<file path="config.mk">
export PLATFORM = sky130hd
export DESIGN_NAME = rx_sample_scheduler
export DESIGN_NICKNAME = d
export VERILOG_FILES = /design/src/rtl/rx_pkg.sv /design/src/rtl/rx_decim_counter.sv /design/src/rtl/rx_sample_scheduler.sv
export SDC_FILE = /design/constraint.sdc
export NUM_CORES = 1
export LEC_CHECK = 0
export ABC_AREA = 1
export BUFFER_PORTS_ARGS = -buffer_cell sky130_fd_sc_hd__buf_2
export CAP_MARGIN = 25
export CORE_MARGIN = 8
export CORE_UTILIZATION = 62
export DETAILED_ROUTE_END_ITERATION = 7
export GPL_TIMING_DRIVEN = 0
export PLACE_DENSITY = 0.84
export SETUP_SLACK_MARGIN = 0.02
export SYNTH_ARGS = -nofsm -noshare
export SYNTH_HDL_FRONTEND = slang
export SYNTH_SLANG_ARGS = --single-unit
</file>
<file path="constraint.sdc">
create_clock -name crx_clk -period 4.5 [get_ports crx_clk]
set_input_delay 0.675 -clock crx_clk [delete_from_list [all_inputs] [get_ports crx_clk]]
set_output_delay 0.675 -clock crx_clk [all_outputs]
set_load 0.01 [all_outputs]
</file>
<file path="src/rtl/rx_pkg.sv">
// rx_pkg -- shared definitions for the RX sample scheduler.
// Holds the scheduler FSM state encoding, the default values of the
// DECIM / TRIG_DELAY / CORR_CYCLES parameters and the timestamp width.
package rx_pkg;

  // Scheduler FSM states
  typedef enum logic [1:0] {
    ST_IDLE  = 2'd0,
    ST_WAIT  = 2'd1,
    ST_DELAY = 2'd2,
    ST_CORR  = 2'd3
  } rx_state_e;

  localparam int DEF_DECIM       = 4;
  localparam int DEF_TRIG_DELAY  = 1;
  localparam int DEF_CORR_CYCLES = 100;
  localparam int TS_W            = 32;

  // Width of the shared DELAY/CORR phase timer (CORR_CYCLES up to 1023)
  localparam int TMR_W           = 10;

endpackage

</file>
<file path="src/rtl/rx_decim_counter.sv">
// rx_decim_counter -- counts raw ADC strobes modulo DECIM and flags the
// strobe that completes a decimation group.
// Ports:
//   crx_clk      clock
//   rrx_rst_n    synchronous active-low reset
//   erx_en       enable; low holds the count at 0
//   iadc_strobe  one-cycle pulse per raw ADC sample
//   group_done   same-cycle pulse: strobe arrived at count DECIM-1
import rx_pkg::*;

module rx_decim_counter #(
  parameter int DECIM = DEF_DECIM
) (
  input  logic crx_clk,
  input  logic rrx_rst_n,
  input  logic erx_en,
  input  logic iadc_strobe,
  output logic group_done
);

  localparam int            CW   = (DECIM > 1) ? $clog2(DECIM) : 1;
  localparam logic [CW-1:0] LAST = CW'(DECIM - 1);

  logic [CW-1:0] cnt_r;
  logic          last_s;

  assign last_s     = (cnt_r == LAST);
  // Internal to the block: the top registers everything it drives out.
  assign group_done = erx_en & iadc_strobe & last_s;

  // Decimation count register, wraps at DECIM-1
  always_ff @(posedge crx_clk) begin
    if (!rrx_rst_n) begin
      cnt_r <= {CW{1'b0}};
    end else if (!erx_en) begin
      cnt_r <= {CW{1'b0}};
    end else if (iadc_strobe) begin
      if (last_s) begin
        cnt_r <= {CW{1'b0}};
      end else begin
        cnt_r <= cnt_r + CW'(1);
      end
    end
  end

endmodule

</file>
<file path="src/rtl/rx_sample_scheduler.sv">
// rx_sample_scheduler -- schedules decimated-sample triggers for the
// band-pass filter / sample organizer and the correlator.
// Ports:
//   crx_clk           clock (rising edge)
//   rrx_rst_n         synchronous active-low reset
//   erx_en            enable; low forces IDLE
//   iadc_strobe       one pulse per raw ADC sample
//   iclr_err          pulse clearing oerr_overrun
//   onew_sample_trig  pulse: a decimated sample is accepted
//   ocorr_trig        pulse: correlator pass starts
//   ocorr_busy        high for CORR_CYCLES clocks from ocorr_trig
//   otimestamp        decimated-sample count latched at ocorr_trig
//   oerr_overrun      sticky: a decimated sample was dropped
//   oovr_count        (only with RX_SCHED_OVERRUN_CNT_EN) saturating
//                     16-bit overrun counter
// Optional feature macro: RX_SCHED_OVERRUN_CNT_EN
import rx_pkg::*;

module rx_sample_scheduler #(
  parameter int DECIM       = DEF_DECIM,
  parameter int TRIG_DELAY  = DEF_TRIG_DELAY,
  parameter int CORR_CYCLES = DEF_CORR_CYCLES
) (
  input  logic            crx_clk,
  input  logic            rrx_rst_n,
  input  logic            erx_en,
  input  logic            iadc_strobe,
  input  logic            iclr_err,
  output logic            onew_sample_trig,
  output logic            ocorr_trig,
  output logic            ocorr_busy,
  output logic [TS_W-1:0] otimestamp,
  output logic            oerr_overrun
`ifdef RX_SCHED_OVERRUN_CNT_EN
  ,
  output logic [15:0]     oovr_count
`endif
);

  localparam logic [TMR_W-1:0] DLY_LAST  = TMR_W'(TRIG_DELAY - 1);
  localparam logic [TMR_W-1:0] CORR_LAST = TMR_W'(CORR_CYCLES - 1);

  rx_state_e         state_r, next_state_s;
  logic [TMR_W-1:0]  tmr_r;
  logic [TS_W-1:0]   ts_r;
  logic              group_done_s;
  logic              trig_issue_s;
  logic              corr_start_s;
  logic              ovr_s;

  logic              new_trig_r;
  logic              corr_trig_r;
  logic              corr_busy_r;
  logic [TS_W-1:0]   otimestamp_r;
  logic              err_r;

  rx_decim_counter #(
    .DECIM (DECIM)
  ) u_decim (
    .crx_clk     (crx_clk),
    .rrx_rst_n   (rrx_rst_n),
    .erx_en      (erx_en),
    .iadc_strobe (iadc_strobe),
    .group_done  (group_done_s)
  );

  // Next-state and trigger/overrun decode
  always_comb begin
    next_state_s = state_r;
    trig_issue_s = 1'b0;
    corr_start_s = 1'b0;
    ovr_s        = 1'b0;
    if (!erx_en) begin
      next_state_s = ST_IDLE;
    end else begin
      case (state_r)
        ST_IDLE: begin
          next_state_s = ST_WAIT;
        end
        ST_WAIT: begin
          if (group_done_s) begin
            next_state_s = ST_DELAY;
            trig_issue_s = 1'b1;
          end else begin
            next_state_s = ST_WAIT;
          end
        end
        ST_DELAY: begin
          ovr_s = group_done_s;
          if (tmr_r == DLY_LAST) begin
            next_state_s = ST_CORR;
            corr_start_s = 1'b1;
          end else begin
            next_state_s = ST_DELAY;
          end
        end
        ST_CORR: begin
          // Includes the final CORR cycle: a group there is still dropped.
          ovr_s = group_done_s;
          if (tmr_r == CORR_LAST) begin
            next_state_s = ST_WAIT;
          end else begin
            next_state_s = ST_CORR;
          end
        end
        default: begin
          next_state_s = ST_IDLE;
        end
      endcase
    end
  end

  // State register and phase timer (restarts on every state change)
  always_ff @(posedge crx_clk) begin
    if (!rrx_rst_n) begin
      state_r <= ST_IDLE;
      tmr_r   <= {TMR_W{1'b0}};
    end else begin
      state_r <= next_state_s;
      if (next_state_s != state_r) begin
        tmr_r <= {TMR_W{1'b0}};
      end else begin
        tmr_r <= tmr_r + TMR_W'(1);
      end
    end
  end

  // Free-running timestamp: counts every completed group, dropped or not
  always_ff @(posedge crx_clk) begin
    if (!rrx_rst_n) begin
      ts_r <= {TS_W{1'b0}};
    end else if (group_done_s) begin
      ts_r <= ts_r + TS_W'(1);
    end else begin
      ts_r <= ts_r;
    end
  end

  // Registered trigger, busy and timestamp outputs
  always_ff @(posedge crx_clk) begin
    if (!rrx_rst_n) begin
      new_trig_r   <= 1'b0;
      corr_trig_r  <= 1'b0;
      corr_busy_r  <= 1'b0;
      otimestamp_r <= {TS_W{1'b0}};
    end else begin
      new_trig_r  <= trig_issue_s;
      corr_trig_r <= corr_start_s;
      corr_busy_r <= (next_state_s == ST_CORR);
      // ts_r already includes the accepted group's increment here.
      if (corr_start_s) begin
        otimestamp_r <= ts_r;
      end
    end
  end

  // Sticky overrun flag; a new overrun beats a coincident clear
  always_ff @(posedge crx_clk) begin
    if (!rrx_rst_n) begin
      err_r <= 1'b0;
    end else if (ovr_s) begin
      err_r <= 1'b1;
    end else if (iclr_err) begin
      err_r <= 1'b0;
    end
  end

  assign onew_sample_trig = new_trig_r;
  assign ocorr_trig       = corr_trig_r;
  assign ocorr_busy       = corr_busy_r;
  assign otimestamp       = otimestamp_r;
  assign oerr_overrun     = err_r;

`ifdef RX_SCHED_OVERRUN_CNT_EN
  logic [15:0] ovr_cnt_r;

  // Saturating overrun counter; increment beats a coincident clear
  always_ff @(posedge crx_clk) begin
    if (!rrx_rst_n) begin
      ovr_cnt_r <= 16'd0;
    end else if (ovr_s) begin
      if (ovr_cnt_r != 16'hFFFF) begin
        ovr_cnt_r <= ovr_cnt_r + 16'd1;
      end
    end else if (iclr_err) begin
      ovr_cnt_r <= 16'd0;
    end
  end

  assign oovr_count = ovr_cnt_r;
`endif

endmodule

</file>
==> results.json, run 1 <==
{
  "p_sw_w": 0.000280,
  "swShare_pct": 21.4,
  "finalHoldViolCount": 0,
  "peakVddDrop_v": 0.000227,
  "core_area_um2": 5780,
  "hold_depth": 2,
  "drv_cap": 0,
  "worstReg2RegEnd": "otimestamp[30]",
  "grt_overflow": 0,
  "synth_edf_count": 0,
  "clk_pin_slew_ns": 0.08,
  "grt_max_degree": 13,
  "fin_skew_ns": 0.00955,
  "maxSlewHeadroom_pct": 63.9,
  "cts_root_buf": "clkbuf_8",
  "clock_path_buffers": 2,
  "grt_pass1_vias": 3019,
  "leakage_nw": 1.66,
  "synth_warnings": 0,
  "initial_core_util_pct": 62.7,
  "grt_antenna_before_repair": 0,
  "hold_buffers": 0,
  "worstSkewPairLatency_ns": 0.36,
  "ys_types": 30,
  "p_seq_share_pct": 55.8,
  "p_int_w": 0.00103,
  "r2r_start": "tmr_r[0]",
  "dp_hpwl_um": 5640,
  "routabilityCongestion": 0.874,
  "crit_arrival_ns": 2.15,
  "synthesis.instances": 496,
  "yosysSeqAreaShare_pct": 45.3,
  "synth_seq_cells": 82,
  "ant_nets": 0,
  "nNetsFinal": 554,
  "cts.sinks": 82,
  "die_w_um": 92.5,
  "min_path_type": "flip-flop to flip-flop",
  "diodes": 0,
  "die_y_um": 92.5,
  "grt_setup_unrepaired": "false",
  "p_comb_share_pct": 3.0,
  "worstMarginPinSlew_ns": 0.542,
  "path_max_fanout": 10,
  "grt.total_usage_pct": 18.9,
  "drcViolationCount": 0,
  "p_per_area_nw_per_um2": 318,
  "hold_start": "otimestamp[14]",
  "die_area_um2": 8550,
  "htreeDepth": 3,
  "start_kind": "flip-flop",
  "rrSetupSlack_ns": 2.60,
  "via_count": 3292,
  "numCtsBuffers": 9,
  "synth_flop_cell": "dfxtp_1",
  "syn_nets": 505,
  "fin_crit_sh_pct": 42.3,
  "io_buffers": 38,
  "fmax_mhz": 525,
  "timing.hold.ws_ns": 0.442,
  "area_growth_pct": 13.3,
  "end_kind": "flip-flop",
  "timing.final.setup_violations": 0,
  "status": "finished, final reports clean",
  "hold_end": "otimestamp[14]",
  "fin_setup_tns_ns": 0,
  "final_layout_size_suffix_gt1_share_pct": 13.3,
  "synth_area_um2": 3620,
  "io_pins": 41,
  "grt_pass1_wl_um": 13200,
  "crit_type": "flip-flop to flip-flop",
  "synthArstFlopShare_pct": 0,
  "crit_required_ns": 4.74,
  "drt-pass1-iter-count": 5,
  "wl_um": 7820,
  "post_drt_wl_per_cell_um": 12.5,
  "reg2regPathDepth": 8,
  "vias_per_cell": 5.27,
  "post-cts-setup-buffers": 0,
  "cts_resized": 0,
  "syn_avg_cell_area_um2": 7.31,
  "cts_tree": "built",
  "period_needed_ns": 1.90,
  "clkPwrFrac_pct": 41.2,
  "std_cell_rows": 28,
  "maxSlewViolCount": 0,
  "drt-initial-drc-count": 208
}
==> power by group through the flow <==
stage                     combinational [W]  clock, W  sequential [W]
final                             0.0000389  0.000538        0.000729
after floorplan                   0.0000279         0        0.000745
after global placement            0.0000375         0        0.000746
after CTS                         0.0000389  0.000544        0.000729
after global routing              0.0000440  0.000574        0.000729
after detailed placement          0.0000385         0        0.000746
==> final cells by class <==
type / instances / area, µm²
Multi-Input combinational cell: 321 / 1600
Inverter: 78 / 293
Fill cell: 485 / 1670
Buffer: 15 / 88.8
Sequential cell: 82 / 1640
Tap cell: 75 / 93.8
Clock inverter: 2 / 35.0
Clock buffer: 14 / 163
Timing Repair Buffer: 38 / 190
==> worst max path at each step <==
stage	start	end	cells past startpoint	slack [ns]
after global routing	tmr_r[0]	otimestamp[10]	8	2.50
after floorplan	erx_en	ts_r[19]	9	2.77
after detailed placement	rrx_rst_n	otimestamp[28]	4	2.51
after CTS	tmr_r[0]	otimestamp[10]	8	2.62
after global placement	rrx_rst_n	otimestamp[28]	4	2.56
final	tmr_r[0]	otimestamp[30]	8	2.60
==> flip-flops by register name, summed over array words and instances (netlist names) <==
signal and count:
otimestamp 32, state_r 2, tmr_r 10, ocorr_trig 1, oerr_overrun 1, ocorr_busy 1
onew_sample_trig 1, ts_r 32, u_decim.cnt_r 2
==> metrics by stage <==
| stage | utilization (%) | total power (W) | setup slack, ns | cell area [µm²] | std cells |
|---|---|---|---|---|---|
| finish | 71.0 | 0.00131 | 2.60 | 4110 | 625 |
| global route | 71.0 | 0.00135 | 2.50 | 4110 | 625 |
| CTS | 71.0 | 0.00131 | 2.62 | 4110 | 625 |
| detailed placement | 67.6 | 0.000784 | 2.51 | 3910 | 609 |
| global placement | 67.6 | 0.000783 | 2.56 | 3910 | 609 |
| floorplan | - | 0.000773 | 2.77 | 3620 | 496 |
==> worst max-delay path, stage by stage (launching register included) <==
cell	delay, ns
dfxtp_1	0.34
inv_1	0.07
ha_1	0.17
nand3_1	0.11
nor3_1	0.24
nand3b_2	0.25
clkbuf_1	0.28
o21ai_0	0.27
a21oi_1	0.06
==> routing by layer <==
layer  vias to the layer above  global-route usage [%]  share of wire [%]
met4                         0                    11.1                2.5
met5                         -                       0                  0
li1                       1690                       -                  -
met3                        21                    3.96                6.0
met2                        98                    31.8                 47
met1                      1483                    21.7                 44
==> kinds of logic (layout without fill, tap and decap cells) <==
logic type / Yosys count / after routing / share of synthesized area (%)
DFF: 82 / 82 / 45.3
xor gates and xnor gates: 7 / 7 / 1.69
buffers and inverters: 93 / 147 / 10.5
and+or+nand+nor: 213 / 213 / 27.4
adders and majority gates: 4 / 4 / 1.38
AOI/OAI and AO/OA: 97 / 97 / 13.7
==> cell usage in the layout, fill, tap and decap left out, drive strengths merged <==
master,Yosys,final
a21oi,53,53
xor2,4,4
nand4,7,7
nor3b,2,2
inv,78,78
a31oi,1,1
clkbuf,9,23
nand3,28,28
clkinv,0,1
nor2,71,71
bufinv,0,1
ha,4,4
nand3b,1,1
and3,2,2
xnor2,3,3
o21a,3,3
buf,6,44
nor3,19,19
o21ai,39,39
nand2,81,81
dfxtp,82,82
nor4,2,2
o21bai,1,1
==> cells in the mapped netlist (4+ instances only) <==
library cell / instances / share of area [%]
nor2_1: 63 / 6.5
nand3_1: 24 / 3.3
clkbuf_1: 9 / 0.93
nor3_1: 18 / 2.5
dfxtp_1: 82 / 45
inv_1: 78 / 8.1
a21oi_1: 53 / 7.3
nand4_1: 7 / 1.2
nor2_4: 5 / 1.6
xor2_1: 4 / 0.97
nand2_1: 80 / 8.3
ha_1: 4 / 1.4
o21ai_0: 38 / 5.2
buf_6: 4 / 1.2
Power figures use the tool's default switching activity.
==> inputs of run 2 (changes only) <==
--- a/config.mk
+++ b/config.mk
@@ -5,14 +5,14 @@
 export SDC_FILE = /design/constraint.sdc
 export NUM_CORES = 1
 export LEC_CHECK = 0
-export ABC_AREA = 1
+export ABC_AREA = 0
 export BUFFER_PORTS_ARGS = -buffer_cell sky130_fd_sc_hd__buf_2
 export CAP_MARGIN = 25
 export CORE_MARGIN = 8
-export CORE_UTILIZATION = 62
+export CORE_UTILIZATION = 57
 export DETAILED_ROUTE_END_ITERATION = 7
 export GPL_TIMING_DRIVEN = 0
-export PLACE_DENSITY = 0.84
+export PLACE_DENSITY = 0.78
 export SETUP_SLACK_MARGIN = 0.02
 export SYNTH_ARGS = -nofsm -noshare
 export SYNTH_HDL_FRONTEND = slang
==> constraint.sdc (replaced) <==
create_clock -name crx_clk -period 2 [get_ports crx_clk]
set_input_delay 0.3 -clock crx_clk [delete_from_list [all_inputs] [get_ports crx_clk]]
set_output_delay 0.3 -clock crx_clk [all_outputs]
set_load 0.01 [all_outputs]
==> run 2 against run 1 <==
Effect of this change:
- sequential power increased by 120%
- combinational power increased by 76%
- largest power group unchanged
- clock power increased by 120%
- worst setup slack got worse by 2.5 ns
==> results.json, run 2 <==
{
  "clock_path_buffers": 2,
  "nNetsFinal": 440,
  "ys_top_cells_by_count": "dfxtp_1 (82), nor2_1 (62), mux2i_1 (35)",
  "end_kind": "flip-flop",
  "timing.hold.ws_ns": 0.245,
  "worstSkewPairLatency_ns": 0.36,
  "timing.final.setup_violations": 0,
  "core_area_um2": 5850,
  "drv_cap": 0,
  "ys_types": 37,
  "fin_setup_tns_ns": 0,
  "drcViolationCount": 0,
  "dp_hpwl_um": 5030,
  "multiInputGateArea_um2": 1810,
  "place_area_um2": 3700,
  "reg2regPathDepth": 5,
  "synthesis.instances": 369,
  "routabilityCongestion": 0.805,
  "io_buffers": 40,
  "post_drt_wl_per_cell_um": 15.3,
  "grt.total_usage_pct": 17.7,
  "seqCellArea_um2": 1690,
  "hold_buffers": 0,
  "vias_per_cell": 5.75,
  "fin_area_um2": 4230,
  "synth_seq_cells": 82,
  "maxSlewViolCount": 0,
  "grt_pass1_wl_um": 12700,
  "via_count": 2933,
  "r2r_start": "ts_r[11]",
  "die_w_um": 93.3,
  "synth_flop_cell": "dfxtp_1",
  "synth_edf_count": 0,
  "fin_crit_sh_pct": 97.3,
  "std_cell_rows": 28,
  "synth_warnings": 0,
  "status": "finished, final reports clean",
  "grt_antenna_before_repair": 0,
  "yosysTopAreaCell": "dfxtp_1",
  "nFillCells": 426,
  "worstReg2RegEnd": "ts_r[26]",
  "period_needed_ns": 1.95,
  "wl_um": 7830,
  "io_pins": 41,
  "hold_depth": 4,
  "peakVddDrop_v": 0.000422,
  "path_max_fanout": 8,
  "crit_type": "flip-flop to flip-flop",
  "cts_root_buf": "clkbuf_8",
  "final_cell_mix": "dfxtp_1 (64), nor2_1 (62), buf_2 (43)",
  "grt_overflow": 0,
  "die_y_um": 93.3,
  "htreeDepth": 3,
  "drt-pass1-iter-count": 4,
  "diodes": 0,
  "synth_area_um2": 3410,
  "die_area_um2": 8710,
  "syn_avg_cell_area_um2": 9.24,
  "drt-initial-drc-count": 150,
  "worst_slack_ns": 0.0543,
  "area_growth_pct": 24.0,
  "design_power_total_w": 0.00287,
  "initial_core_util_pct": 58.3,
  "numCtsBuffers": 9,
  "dp_slack_ns": -0.378,
  "cts.sinks": 82,
  "fmax_mhz": 514,
  "rrSetupSlack_ns": 0.05,
  "maxSlewHeadroom_pct": 64.5,
  "crit_required_ns": 2.29,
  "min_path_type": "input port to flip-flop",
  "grt_pass1_vias": 2797,
  "yosysMostFrequentCell": "dfxtp_1",
  "hold_end": "oerr_overrun",
  "grt_max_degree": 13,
  "start_kind": "flip-flop",
  "clk_pin_slew_ns": 0.08,
  "syn_nets": 378,
  "crit_arrival_ns": 2.23,
  "finalHoldViolCount": 0,
  "p_per_area_nw_per_um2": 679,
  "grt_setup_unrepaired": "true",
  "worstMarginPinSlew_ns": 0.532,
  "leakage_nw": 1.80,
  "final_layout_size_suffix_gt1_share_pct": 27.8,
  "synthArstFlopShare_pct": 0,
  "ant_nets": 0,
  "ys_top_cells_by_area": "dfxtp_1 (48%), mux2i_1 (10%), nor2_1 (6.8%), or4_1 (4.4%), o31ai_1 (3.7%)",
  "yosysSeqAreaShare_pct": 48.1,
  "synth_top_area_share_pct": 48.1,
  "fin_skew_ns": 0.00802,
  "cts_tree": "built",
  "final_common_cell": "dfxtp_1",
  "hold_start": "iclr_err"
}
run 2: layer usage:
metal	part of all wire, %	track usage (%)	wire length (µm)	vias to the layer above
li1	-	-	-	1445
met1	43	21.1	3370	1389
met2	49	28.8	3820	85
met3	6.5	4.33	509	14
met4	1.6	9.40	125	0
met5	0	0	0	-
run 2: final cells by class:
| class | instances | share of cell area, % |
|---|---|---|
| timing repair buffer | 53 | 7.46 |
| inverter | 12 | 1.07 |
| clock inverter | 3 | 0.947 |
| tap | 75 | 2.22 |
| buffer | 15 | 2.07 |
| clock buffer | 12 | 3.43 |
| sequential | 82 | 39.9 |
| multi-input combinational | 258 | 42.9 |
run 2: cell families after synthesis:
logic type	synth area share [%]
AO/OA/AOI/OAI	8.66
XOR/XNOR	4.62
flip-flops	48.1
multiplexers	10.3
buffers and inverters	3.49
AND/OR/NAND/NOR	23.3
adder cells (fa/ha/maj)	1.47
run 2: worst max-delay path by stage:
stage,from,endpoint,cells past startpoint
2_1_floorplan,u_decim.cnt_r[0],ts_r[12],6
3_3_place_gp,tmr_r[0],otimestamp[28],7
3_5_place_dp,tmr_r[0],otimestamp[6],7
4_1_cts,ts_r[19],ts_r[30],5
5_1_grt,u_decim.cnt_r[0],ts_r[28],5
6_report,ts_r[11],ts_r[26],5
run 2: through the flow:
step / instances / utilization, %
4_1_cts: 502 / 68.0
6_report: 510 / 72.2
2_1_floorplan: 369 / -
5_1_grt: 510 / 72.2
3_3_place_gp: 484 / 63.3
3_5_place_dp: 484 / 63.3
run 2: report_power, final:
group	internal, W	total, W	switching, W
registers	0.00162	0.00163	0.00000703
logic	0.0000228	0.0000683	0.0000455
clock network	0.000601	0.00117	0.000567
total	0.00225	0.00287	0.000619
run 2: what timing repair did:
action | in CTS | in global routing
pin swaps | 5 | 15
cloned | 0 | 1
resized for setup | 27 | 43
endpoints found under the setup margin | 59 | 60
buffers inserted | 3 | 9
run 2: critical path, cell delays in order (launching register included):
cell	delay, ns
dfxtp_4	0.38
nand4_1	0.15
buf_4	0.17
or4_4	0.54
or4_4	0.51
a21oi_2	0.14
==> inputs of run 3 (changes only) <==
--- a/config.mk
+++ b/config.mk
@@ -8,11 +8,9 @@
 export ABC_AREA = 0
 export BUFFER_PORTS_ARGS = -buffer_cell sky130_fd_sc_hd__buf_2
 export CAP_MARGIN = 25
-export CORE_MARGIN = 8
-export CORE_UTILIZATION = 57
+export CORE_UTILIZATION = 37
 export DETAILED_ROUTE_END_ITERATION = 7
 export GPL_TIMING_DRIVEN = 0
-export PLACE_DENSITY = 0.78
 export SETUP_SLACK_MARGIN = 0.02
 export SYNTH_ARGS = -nofsm -noshare
 export SYNTH_HDL_FRONTEND = slang
==> run 3 against run 2 <==
Effect of this change:
- clock skew is 0.0023 ns higher
- power is 1.2% lower
- via count is 0.99% lower
- register-to-register slack worse by 0.08 ns
- design area is 0.59% higher
- core utilization is 24 points lower
- worst setup slack worse by 0.077 ns
- worst hold slack better by 0.0094 ns
- clock power is 4% lower
- the run now ends with DRC, setup timing left
- sequential power hardly changed
==> results.json, run 3 (synthesis results as in run 2) <==
{
  "dp_hpwl_um": 5020,
  "crit_arrival_ns": 2.29,
  "fmax_mhz": 494,
  "post_drt_wl_per_cell_um": 14.1,
  "fin_util_pct": 48.3,
  "grt_max_degree": 15,
  "status": "complete, but fails checks",
  "drt-pass1-iter-count": 7,
  "final_common_cell": "dfxtp_1",
  "nFillCells": 852,
  "crit_required_ns": 2.27,
  "maxSlewHeadroom_pct": 66.6,
  "grt_pass1_vias": 2708,
  "worstMarginPinSlew_ns": 0.501,
  "final_cell_mix": "dfxtp_1 (65), nor2_1 (62), buf_2 (43)",
  "worst_slack_ns": -0.0231,
  "diodes": 0,
  "drcViolationCount": 3,
  "ant_nets": 0,
  "nNetsFinal": 445,
  "hold_buffers": 0,
  "die_area_um2": 9600,
  "p_comb_share_pct": 2.6,
  "timing.hold.ws_ns": 0.254,
  "period_needed_ns": 2.02,
  "die_y_um": 98.0,
  "wl_um": 7750,
  "crit_type": "flip-flop to flip-flop",
  "final_layout_size_suffix_gt1_share_pct": 27.0,
  "clk_pin_slew_ns": 0.08,
  "initial_core_util_pct": 38.7,
  "violations": "DRC, setup timing",
  "p_per_area_nw_per_um2": 666,
  "p_sw_w": 0.000655,
  "maxSlewViolCount": 0,
  "die_w_um": 98.0,
  "swShare_pct": 23.1,
  "io_pins": 41,
  "design_power_total_w": 0.00283,
  "path_max_fanout": 6,
  "p_seq_share_pct": 57.9,
  "io_buffers": 40,
  "end_kind": "flip-flop",
  "numCtsBuffers": 9,
  "min_path_type": "input port to flip-flop",
  "seqCellArea_um2": 1670,
  "routabilityCongestion": 0.773,
  "p_int_w": 0.00218,
  "worstSkewPairLatency_ns": 0.35,
  "start_kind": "flip-flop",
  "peakVddDrop_v": 0.000265,
  "fin_crit_sh_pct": 101,
  "grt_overflow": 0,
  "cts_root_buf": "clkbuf_8",
  "grt_pass1_wl_um": 12900,
  "finalHoldViolCount": 0,
  "vias_per_cell": 5.29,
  "core_area_um2": 8810,
  "leakage_nw": 1.80,
  "timing.final.setup_violations": 2,
  "grt_antenna_before_repair": 0,
  "drv_cap": 0,
  "multiInputGateArea_um2": 1780,
  "drt-initial-drc-count": 82,
  "via_count": 2904,
  "grt.total_usage_pct": 16.4,
  "cts_tree": "built",
  "grt_setup_unrepaired": "true",
  "clock_path_buffers": 2,
  "std_cell_rows": 34,
  "area_growth_pct": 24.7,
  "htreeDepth": 3,
  "fin_skew_ns": 0.0103,
  "fin_area_um2": 4250,
  "place_area_um2": 3740,
  "clkPwrFrac_pct": 39.5,
  "cts.sinks": 82
}
[run 3: cell types whose count changed in the layout (fill, tap and decap cells not counted), moves of 3 or more]
cell and delta:
dfxtp_4 -8, dfxtp_2 +7, buf_4 +4, clkinvlp_4 +4
a21oi_1 +3, a21oi_2 -3, or4_1 +3, or4_4 -3
[run 3: final timing paths]
path | start | endpoint | slack, ns | cells after the start
hold reg to reg | tmr_r[0] | tmr_r[0] | 0.48 | 1
setup reg to reg | ts_r[11] | ts_r[29] | -0.02 | 5
hold / removal | iclr_err | oerr_overrun | 0.25 | 4
setup / recovery | ts_r[11] | ts_r[29] | -0.02 | 5
[run 3: final cells by class]
type                            count  area share [%]
Buffer                             15            2.06
Multi-Input combinational cell    259            41.8
Clock buffer                       11            3.56
Sequential cell                    82            39.2
Tap cell                          108            3.18
Timing Repair Buffer               57            8.30
Inverter                           12            1.06
Clock inverter                      5           0.912
[run 3: worst max-delay path, stage by stage, from the launching register on]
cell and delay [ns]:
dfxtp_4 0.38, nand4_1 0.20, or4_4 0.58, buf_6 0.16
or4_1 0.47, a21oi_1 0.16
[run 3: per-stage QoR]
stage / setup WS (ns) / cells / TNS [ns]
2_1_floorplan: 0.0851 / 369 / 0
3_3_place_gp: -0.415 / 517 / -15.68
3_5_place_dp: -0.424 / 517 / -16.30
4_1_cts: 0.0123 / 547 / 0
5_1_grt: -0.0837 / 549 / -0.291
6_report: -0.0231 / 549 / -0.0362
[run 3: layer usage]
layer	track usage, %	up-vias	routed length, µm
met3	2.65	11	298
met1	21.5	1377	3730
met2	26.7	63	3630
met5	0	-	0
li1	-	1453	-
met4	7.34	0	93
[run 3: power groups by stage]
stage,registers [W],clock network [W],logic [W]
after floorplan,0.00168,0,0.0000371
after global placement,0.00168,0,0.0000582
after detailed placement,0.00168,0,0.0000586
after CTS,0.00164,0.00117,0.0000633
after global routing,0.00164,0.00124,0.0000813
final,0.00164,0.00112,0.0000724
[run 3: what timing repair did]
item | in CTS | in global routing
endpoints found under the setup margin | 62 | 33
gates cloned | 1 | 2
buffers inserted | 13 | 2
resized for setup | 32 | 19
pin swaps | 9 | 10
